===== src/rtl/div_pkg.sv =====
// Shared definitions for the iterative divider: op encodings, FSM states
// and small op-decode helpers.
package div_pkg;

  localparam logic [1:0] OP_DIV  = 2'b00;
  localparam logic [1:0] OP_MOD  = 2'b01;
  localparam logic [1:0] OP_DIVU = 2'b10;
  localparam logic [1:0] OP_MODU = 2'b11;

  typedef enum logic [1:0] {
    IDLE = 2'd0,
    CALC = 2'd1,
    DONE = 2'd2
  } state_e;

  // Signed ops treat operands as two's complement.
  function automatic logic op_is_signed(input logic [1:0] op);
    return (op == OP_DIV) || (op == OP_MOD);
  endfunction

  // Remainder-returning ops.
  function automatic logic op_is_rem(input logic [1:0] op);
    return (op == OP_MOD) || (op == OP_MODU);
  endfunction

endpackage


===== src/rtl/div_step.sv =====
// Combinational restoring-division slice: performs BITS_PER_CYCLE
// shift/compare/subtract steps on a {remainder, quotient} pair.
// Ports:
//   rem_i/quo_i     current partial remainder and dividend/quotient shifter
//   divisor_i       divisor magnitude
//   rem_o/quo_o     values after BITS_PER_CYCLE steps
module div_step #(
  parameter int unsigned WIDTH          = 32,
  parameter int unsigned BITS_PER_CYCLE = 1
) (
  input  logic [WIDTH-1:0] rem_i,
  input  logic [WIDTH-1:0] quo_i,
  input  logic [WIDTH-1:0] divisor_i,
  output logic [WIDTH-1:0] rem_o,
  output logic [WIDTH-1:0] quo_o
);

  logic [WIDTH-1:0] rem;
  logic [WIDTH-1:0] quo;
  logic [WIDTH:0]   trial;

  // Trial is one bit wider: the shifted remainder can exceed WIDTH bits
  // before the subtract brings it back below the divisor.
  always_comb begin
    rem   = rem_i;
    quo   = quo_i;
    trial = '0;
    for (int i = 0; i < int'(BITS_PER_CYCLE); i++) begin
      trial = {rem, quo[WIDTH-1]};
      quo   = {quo[WIDTH-2:0], 1'b0};
      if (trial >= {1'b0, divisor_i}) begin
        trial  = trial - {1'b0, divisor_i};
        quo[0] = 1'b1;
      end
      rem = trial[WIDTH-1:0];
    end
    rem_o = rem;
    quo_o = quo;
  end

endmodule


===== src/rtl/div_unit.sv =====
// Iterative signed/unsigned integer divider for the EXE stage.
// One request in via in_valid/in_ready, one quotient or remainder out via
// out_valid/out_ready, WIDTH/BITS_PER_CYCLE iterations per operation.
// Ports:
//   clk, reset (sync, active-high), flush (abort in-flight op)
//   in_valid/in_ready, in_op, in_src1 (dividend), in_src2 (divisor), in_tag
//   out_valid/out_ready, out_result, out_tag
//   busy (state not IDLE)
// Build option: DIV_ZERO_FAST_EN -- a divide-by-zero request bypasses the
// iteration phase and is presented in the cycle after acceptance.
import div_pkg::*;

module div_unit #(
  parameter int unsigned WIDTH          = 32,
  parameter int unsigned BITS_PER_CYCLE = 1,
  parameter int unsigned TAG_W          = 5
) (
  input  logic             clk,
  input  logic             reset,
  input  logic             flush,
  input  logic             in_valid,
  output logic             in_ready,
  input  logic [1:0]       in_op,
  input  logic [WIDTH-1:0] in_src1,
  input  logic [WIDTH-1:0] in_src2,
  input  logic [TAG_W-1:0] in_tag,
  output logic             out_valid,
  input  logic             out_ready,
  output logic [WIDTH-1:0] out_result,
  output logic [TAG_W-1:0] out_tag,
  output logic             busy
);

  localparam int unsigned N     = WIDTH / BITS_PER_CYCLE;
  localparam int unsigned CNT_W = $clog2(N + 1);

  if ((WIDTH % 2) != 0 || (WIDTH % BITS_PER_CYCLE) != 0 ||
      !((BITS_PER_CYCLE == 1) || (BITS_PER_CYCLE == 2) || (BITS_PER_CYCLE == 4)))
  begin : g_param_err
    $error("div_unit: illegal WIDTH/BITS_PER_CYCLE combination");
  end

  state_e           state_q, state_d;
  logic [CNT_W-1:0] cnt_q, cnt_d;
  logic [WIDTH-1:0] rem_q, rem_d;
  logic [WIDTH-1:0] quo_q, quo_d;
  logic [WIDTH-1:0] dvs_q, dvs_d;
  logic [WIDTH-1:0] src1_q, src1_d;
  logic [WIDTH-1:0] result_q, result_d;
  logic             qneg_q, qneg_d;
  logic             rneg_q, rneg_d;
  logic             dz_q, dz_d;
  logic [1:0]       op_q, op_d;
  logic [TAG_W-1:0] tag_q, tag_d;
  logic [TAG_W-1:0] otag_q, otag_d;

  logic [WIDTH-1:0] step_rem, step_quo;
  logic [WIDTH-1:0] q_fix, r_fix, fin_result;
  logic             accept;
  logic             src1_neg, src2_neg;
  logic [WIDTH-1:0] src1_mag, src2_mag;

  div_step #(
    .WIDTH         (WIDTH),
    .BITS_PER_CYCLE(BITS_PER_CYCLE)
  ) u_step (
    .rem_i    (rem_q),
    .quo_i    (quo_q),
    .divisor_i(dvs_q),
    .rem_o    (step_rem),
    .quo_o    (step_quo)
  );

  // Handshake decodes: registered state gated only by flush/out_ready.
  assign in_ready  = ((state_q == IDLE) || ((state_q == DONE) && out_ready)) && !flush;
  assign accept    = in_valid && in_ready;
  assign out_valid = (state_q == DONE);
  assign busy      = (state_q != IDLE);
  assign out_result = result_q;
  assign out_tag    = otag_q;

  // Operand magnitudes; the most negative value maps onto itself, which is
  // its correct unsigned magnitude.
  assign src1_neg = op_is_signed(in_op) && in_src1[WIDTH-1];
  assign src2_neg = op_is_signed(in_op) && in_src2[WIDTH-1];
  assign src1_mag = src1_neg ? -in_src1 : in_src1;
  assign src2_mag = src2_neg ? -in_src2 : in_src2;

  // Final sign correction and divide-by-zero override, taken from the
  // last step's outputs.
  assign q_fix = qneg_q ? -step_quo : step_quo;
  assign r_fix = rneg_q ? -step_rem : step_rem;
  always_comb begin
    if (dz_q) fin_result = op_is_rem(op_q) ? src1_q : '1;
    else      fin_result = op_is_rem(op_q) ? r_fix : q_fix;
  end

  // Next-state logic.
  always_comb begin
    state_d  = state_q;
    cnt_d    = cnt_q;
    rem_d    = rem_q;
    quo_d    = quo_q;
    dvs_d    = dvs_q;
    src1_d   = src1_q;
    result_d = result_q;
    qneg_d   = qneg_q;
    rneg_d   = rneg_q;
    dz_d     = dz_q;
    op_d     = op_q;
    tag_d    = tag_q;
    otag_d   = otag_q;

    case (state_q)
      IDLE: ;
      CALC: begin
        rem_d = step_rem;
        quo_d = step_quo;
        cnt_d = cnt_q - CNT_W'(1);
        if (cnt_q == CNT_W'(1)) begin
          result_d = fin_result;
          otag_d   = tag_q;
          state_d  = DONE;
        end
      end
      DONE: begin
        if (out_ready) state_d = IDLE;
      end
      default: state_d = IDLE;
    endcase

    // Accept may overlap a drain in DONE; it overrides the IDLE transition.
    if (accept) begin
      rem_d   = '0;
      quo_d   = src1_mag;
      dvs_d   = src2_mag;
      src1_d  = in_src1;
      qneg_d  = src1_neg ^ src2_neg;
      rneg_d  = src1_neg;
      dz_d    = (in_src2 == '0);
      op_d    = in_op;
      tag_d   = in_tag;
      cnt_d   = CNT_W'(N);
      state_d = CALC;
`ifdef DIV_ZERO_FAST_EN
      if (in_src2 == '0) begin
        result_d = op_is_rem(in_op) ? in_src1 : '1;
        otag_d   = in_tag;
        cnt_d    = '0;
        state_d  = DONE;
      end
`endif
    end

    if (flush) begin
      state_d = IDLE;
      cnt_d   = '0;
    end
  end

  // State registers.
  always_ff @(posedge clk) begin
    if (reset) begin
      state_q  <= IDLE;
      cnt_q    <= '0;
      rem_q    <= '0;
      quo_q    <= '0;
      dvs_q    <= '0;
      src1_q   <= '0;
      result_q <= '0;
      qneg_q   <= 1'b0;
      rneg_q   <= 1'b0;
      dz_q     <= 1'b0;
      op_q     <= '0;
      tag_q    <= '0;
      otag_q   <= '0;
    end else begin
      state_q  <= state_d;
      cnt_q    <= cnt_d;
      rem_q    <= rem_d;
      quo_q    <= quo_d;
      dvs_q    <= dvs_d;
      src1_q   <= src1_d;
      result_q <= result_d;
      qneg_q   <= qneg_d;
      rneg_q   <= rneg_d;
      dz_q     <= dz_d;
      op_q     <= op_d;
      tag_q    <= tag_d;
      otag_q   <= otag_d;
    end
  end

endmodule


===== config.mk =====
export PLATFORM = sky130hd
export DESIGN_NAME = div_unit
export DESIGN_NICKNAME = d
export VERILOG_FILES = /design/src/rtl/div_pkg.sv /design/src/rtl/div_step.sv /design/src/rtl/div_unit.sv
export SDC_FILE = /design/constraint.sdc
export NUM_CORES = 1
export LEC_CHECK = 0
export ABC_AREA = 1
export BUFFER_PORTS_ARGS = -buffer_cell sky130_fd_sc_hd__buf_2
export CAP_MARGIN = 30
export CORE_MARGIN = 5
export CORE_UTILIZATION = 45
export DETAILED_ROUTE_END_ITERATION = 8
export MAX_ROUTING_LAYER = met4
export PLACE_DENSITY = 0.67
export RECOVER_POWER = 25
export SETUP_SLACK_MARGIN = 0.4
export SLEW_MARGIN = 20
export SYNTH_ARGS = -nofsm -noshare
export SYNTH_HDL_FRONTEND = slang
export SYNTH_SLANG_ARGS = --single-unit

===== constraint.sdc =====
create_clock -name clk -period 12.05 [get_ports clk]
set_clock_uncertainty 0.15 [all_clocks]
set_input_delay 1.205 -clock clk [delete_from_list [all_inputs] [get_ports clk]]
set_output_delay 1.205 -clock clk [all_outputs]
set_load 0.05 [all_outputs]

; Word-level counts from Yosys, hierarchy flattened
; Index checks and enable logic that the tools add are counted.
[totals]
reg_bits = 183
input_bits = 76
output_inout_bits = 40
elab_cells = 72
[op_classes]
addsub = 6
magnitude_cmp = 1
n_eq_ne = 11
n_mux = 17
n_bitwise = 2
reduce_logical = 20
[op_table]
columns = operator, n
row1 = 32-bit 2-to-1 mux, 10
row2 = 32-bit negator, 4
row3 = 33-bit by 32-bit >= comparator with 1-bit output, 1
row4 = 32-bit logical NOT, 1
row5 = 32-bit subtractor, 1
row6 = 6-bit 2-to-1 mux, 2
row7 = "2-bit by 1-bit equality test with 1-bit output, second input constant", 3
row8 = "6-bit by 1-bit equality test with 1-bit output, second input constant", 1
row9 = 2-bit case mux with 3 select lines, 1
row10 = 3-bit AND reduction, 2
row11 = "6-bit by 1-bit subtractor with 6-bit output, second input constant", 1
row12 = 1-bit logical AND, 5
row13 = "2-bit equality test, second input constant", 2
row14 = 2-bit logical NOT, 2
row15 = 2-bit 2-to-1 mux, 2
row16 = "2-bit != test, second input constant", 2
row17 = 2-bit nonzero test, 2
row18 = 2-bit OR reduction, 2
row19 = 1-bit logical OR, 3
row20 = "3-bit by 1-bit != test with 1-bit output, second input constant", 1
row21 = "3-bit != test, second input constant", 1
row22 = 3-bit OR reduction, 1
row23 = 1-bit 2-to-1 mux, 2
row24 = "2-bit by 1-bit != test with 1-bit output, second input constant", 1
row25 = other kinds (4), 4

; Depth between registers and ports, before layout
[logic_depth]
ltp_word = 7
mapped_depth = 30

; Hierarchy
; A second synthesis with hierarchy kept.
[hier_totals]
cells_unflattened = 2439
hier_area_um2 = 14541.4
[modules_own_cells]
columns = mod, n_inst, cells_per_inst, area_per_inst_um2, seq_area_each_um2
row1 = div_unit, 1, 1753, 11104.4, 3643.5
row2 = div_step, 1, 686, 3437.0, 0.0

; Least setup slack after synthesis
; Ideal clock, no wire load.
[synth_path]
path_kind = register to register
from = register rem_q[7]
to = register result_q[30], in the netlist out_result[30]
setup_ns = 0.134
t_arrival_ns = 3.602
setup_slack_ns = 8.164
stages_incl_launch_ff = 27
path_cell_list = dfxtp_1 > ha_1 > nand2_2 > inv_2 > a21oi_2 > nand3_2 > nand2_1 > nand2_2 > nand2_4 > nand2_8 > inv_2 > buf_6 > ha_1 > nand3_1 > nor3_1 > nand3_1 > nor2_1 > nand3_1 > nor2_1 > nand2_1 > nor2_1 > a41oi_1 > or2_2 > a21oi_1 > nand2_1 > nand2_1 > a21oi_1
[synth_between]
elab_chain_cells = 6
[synth_lines]
columns = item, line_no
row1 = "start, declared", div_unit.sv:45  ; logic [WIDTH-1:0] rem_q, rem_d;
row2 = "start signal, assigned", div_unit.sv:180  ; rem_q <= rem_d;
row3 = 32-bit subtractor or 33-bit by 32-bit >= comparator with 1-bit output (tied branches), "div_step.sv:32, div_step.sv:31"
row4 = 32-bit 2-to-1 mux or 1-bit 2-to-1 mux (tied branches), div_step.sv:31  ; if (trial >= {1'b0, divisor_i}) begin
row5 = 32-bit negator (on tied branches), "div_unit.sv:92, div_unit.sv:91"
row6 = 32-bit 2-to-1 mux (on tied branches), "div_unit.sv:92, div_unit.sv:91"
row7 = 32-bit 2-to-1 mux *, div_unit.sv:95  ; else fin_result = op_is_rem(op_q) ? r_fix : q_fix;
row8 = 32-bit 2-to-1 mux *, div_unit.sv:94  ; if (dz_q) fin_result = op_is_rem(op_q) ? src1_q : '1;
row9 = "end signal, assigned", div_unit.sv:184  ; result_q <= result_d;
row10 = "end, declared", div_unit.sv:49  ; logic [WIDTH-1:0] result_q, result_d;
; Every way passes the cells marked *; elsewhere a longest branch is shown, timed or not.
; A chain may end at the register's enable or synchronous reset.

==> flow_metrics.tcl <==
set metrics [dict create \
    die_w_um 182.5 \
    setup.worst_path.start_class "primary input" \
    drt_iter0_markers 1801 \
    min_path_cells 2 \
    finalSetupViolations 0 \
    synth_area_leaders "dfxtp_1, nand2_1, inv_1, nand3_1, nor2_1" \
    post-synth-top-count-cell "nand2_1" \
    clock_latency_ns 0.46 \
    rsz0062_at_grt "no" \
    regArea_um2 3645 \
    yosysTopAreaCell "dfxtp_1" \
    fin_crit_ns 7.449 \
    syn_inst 2175 \
    cp.arrival_ns 7.64 \
    grt_usage_pct 31.33 \
    timing.final.crit_share_pct 61.82 \
    p_seq_share_pct 33.2 \
    ys_seq_area_share_pct 27.20 \
    grt_first_pass_wirelength_mm 79.58 \
    start_util_pct 45.44 \
    ant_nets 0 \
    antenna_found_initial 1 \
    hold_viol 0 \
    ir_worst_vdd_mv 0.1060 \
    io_pins 116 \
    max-cap-violations 2 \
    synth-warning-count 0 \
    power.density_nw_per_um2 132.7 \
    grt_pass1_vias 13910 \
    place_inst 2604 \
    vias 14860 \
    clock-sinks 182 \
    nFillCells 3183 \
    route.detailed.drc 0 \
    synth_area_um2 13400 \
    firstDrtPassIters 6 \
    syn_nets 2290 \
    max_freq_mhz 134.2 \
    hp-start "src1_q[0]$_SDFFE_PP0P_" \
    synthArstFlopShare_pct 0 \
    synth.distinct_cells 59 \
    p_comb_share_pct 34.1 \
    synth_top_area_share_pct 27.20 \
    area_growth_pct 10.69 \
    dp.final_hpwl_mm 39.29 \
    reg2reg_to "out_result[30]$_SDFFE_PP0P_" \
    die_y_um 182.5 \
    design.core.area_um2 29480 \
    clock-root-buffer "clkbuf_16" \
    end_kind "flop" \
    intPower_mw 1.195 \
    placementRows 63 \
    status "complete, but fails checks" \
    gp_congestion 1.014 \
    ctsHoldBuffers 0 \
    port_buffers 115 \
    critPathMaxFanout 71 \
    finalMaxSlewViolations 134 \
    worstHoldPathType "reg2reg" \
    leakage_nw 6.987 \
    multi_input_area_um2 8077 \
    r2r_slack_ns 6.85 \
    worst_pin_slew_ns 3.733 \
    ys_ff_latch 182 \
    h-tree-depth 4 \
    worstPathRequired_ns 12.24 \
    crit_type "in2reg" \
    power_switching_uw 773.1 \
    switching_share_pct 39.28 \
    setup-tns-final_ns 0 \
    grt_max_degree 72 \
    final_nets 2350 \
    max-slew-margin-rel_pct -148.9 \
    ys_top_cells_by_count "nand2_1, inv_1, nor2_1" \
    grt_overflow_total 0 \
    cts.clk_slew.worst_paths_ns 0.07 \
    cts_buffers 17 \
    violations "max-capacitance violations, max-slew violations" \
    post-cts-setup-buffers 0 \
    drive_gt1_share_pct 9.038 \
    ff2ff_path_depth 25 \
    r2r-start "rem_q[19]$_SDFFE_PP0P_" \
    syn_area_per_cell_um2 6.159 \
    cts_resized 0 \
    stdcell_count 2637 \
    cts_max_path_buffers 2 \
    wl_per_cell_um 19.34 \
    synth_edf_count 0 \
    wirelength_mm 51.00 \
    viasPerCell 5.637 \
    cts_tree "done" \
    dieArea_um2 33320 \
    pwr-share-clk_pct 32.7 \
    synth_flop_cell "dfxtp_1" \
    hold_end "src1_q[0]$_SDFFE_PP0P_" \
]
==> how the worst max path moves through the flow <==
stage | startpoint | endpoint | cells after the start
detailed placement | rem_q[19]$_SDFFE_PP0P_ | out_result[30]$_SDFFE_PP0P_ | 25
finish | reset | src1_q[1]$_SDFFE_PP0P_ | 9
floorplan | rem_q[7]$_SDFFE_PP0P_ | out_result[30]$_SDFFE_PP0P_ | 26
global route | reset | rem_q[31]$_SDFFE_PP0P_ | 10
global placement | rem_q[19]$_SDFFE_PP0P_ | out_result[30]$_SDFFE_PP0P_ | 25
CTS | rem_q[19]$_SDFFE_PP0P_ | out_result[30]$_SDFFE_PP0P_ | 25
==> layer usage <==
metal / vias up / track usage (%) / wire [um]
met2: 636 / 44.02 / 21090
li1: 7268 / - / -
met1: 6895 / 45.44 / 23990
met5: - / - / 0
met3: 65 / 7.415 / 4954
met4: 0 / 7.055 / 967
==> flip-flops by register name (all words and copies together), names as in the netlist, 5 cells and up <==
signal / count
out_result: 32
dvs_q: 32
quo_q: 32
out_tag: 5
cnt_q: 6
tag_q: 5
rem_q: 32
src1_q: 32
==> power groups by stage <==
stage	clock, mW	sequential [mW]	combinational [mW]
after floorplan	0	0.657	0.473
after global placement	0	0.667	0.651
after detailed placement	0	0.667	0.651
after CTS	0.654	0.653	0.654
after global routing	0.677	0.657	0.745
final	0.643	0.654	0.671
==> cell type report <==
type	count	share of cell area, %
Tap cell	390	3.291
Multi-Input combinational cell	1558	54.47
Clock buffer	17	2.869
Inverter	341	8.633
Clock inverter	13	1.494
Timing Repair Buffer	135	4.641
Sequential cell	182	24.58
Antenna cell	1	0.01688
==> worst max-delay path: stages <==
cell and delay [ns]:
buf_2 0.08, clkbuf_1 2.59, clkinv_1 0.29, clkbuf_1 1.25, nand2_1 0.42, buf_4 0.44
clkinv_1 0.62, buf_4 0.44, a22o_1 0.20
==> layout by cell type (no fill, tap or decap), types with 4 or more instances in the layout <==
master / Yosys / routed
o211ai_1: 36 / 36
xnor2_1: 10 / 10
a22o_1: 7 / 7
ha_1: 38 / 38
buf_4: 2 / 16
a21oi_2: 5 / 5
o22ai_1: 19 / 19
clkinv_1: 6 / 6
o311ai_0: 5 / 5
clkbuf_1: 73 / 42
nand3_2: 5 / 5
a311oi_1: 4 / 4
nand3b_1: 9 / 9
nor2_2: 13 / 13
a31oi_1: 30 / 30
bufinv_16: 0 / 5
dfxtp_1: 182 / 181
nand4_1: 20 / 20
clkbuf_16: 0 / 17
nor2_1: 212 / 211
inv_2: 8 / 8
nor3_2: 9 / 9
a21oi_1: 154 / 154
nor2_4: 4 / 5
o31ai_1: 4 / 4
or2_2: 6 / 6
o21ai_0: 123 / 123
a211oi_1: 18 / 18
o221ai_1: 14 / 14
nand3_1: 161 / 161
inv_1: 327 / 327
nand2_1: 501 / 501
buf_2: 3 / 75
xor2_1: 31 / 31
nor4_1: 12 / 12
o21bai_1: 10 / 10
o21ai_1: 17 / 17
nor3_1: 34 / 34
nand2_2: 19 / 19
==> through the flow <==
stage | total power, mW | hold WS, ns | util (%) | instance area [um2] | setup WS [ns]
2_1_floorplan | 1.130 | 0.2783 | - | 13400 | 8.164
3_3_place_gp | 1.318 | 0.3021 | 48.18 | 14200 | 7.205
4_1_cts | 1.962 | 0.3139 | 50.37 | 14850 | 7.061
5_1_grt | 2.078 | 0.3297 | 50.29 | 14830 | 3.993
6_report | 1.968 | 0.3139 | 50.29 | 14830 | 4.601
3_5_place_dp | 1.318 | 0.3026 | 48.18 | 14200 | 7.107
==> cell families (layout without fill, tap and decap cells) <==
family | count (synthesis) | in the layout | share of synthesized area [%]
xor gates and xnor gates | 41 | 41 | 2.681
and+or+nand+nor | 1016 | 1016 | 33.46
buffers and inverters | 435 | 506 | 12.56
AOI/OAI and AO/OA | 462 | 462 | 20.40
DFF | 182 | 182 | 27.20
other | 0 | 1 | 0
adders and majority gates | 39 | 39 | 3.699
(Power assumes the default switching activity.)
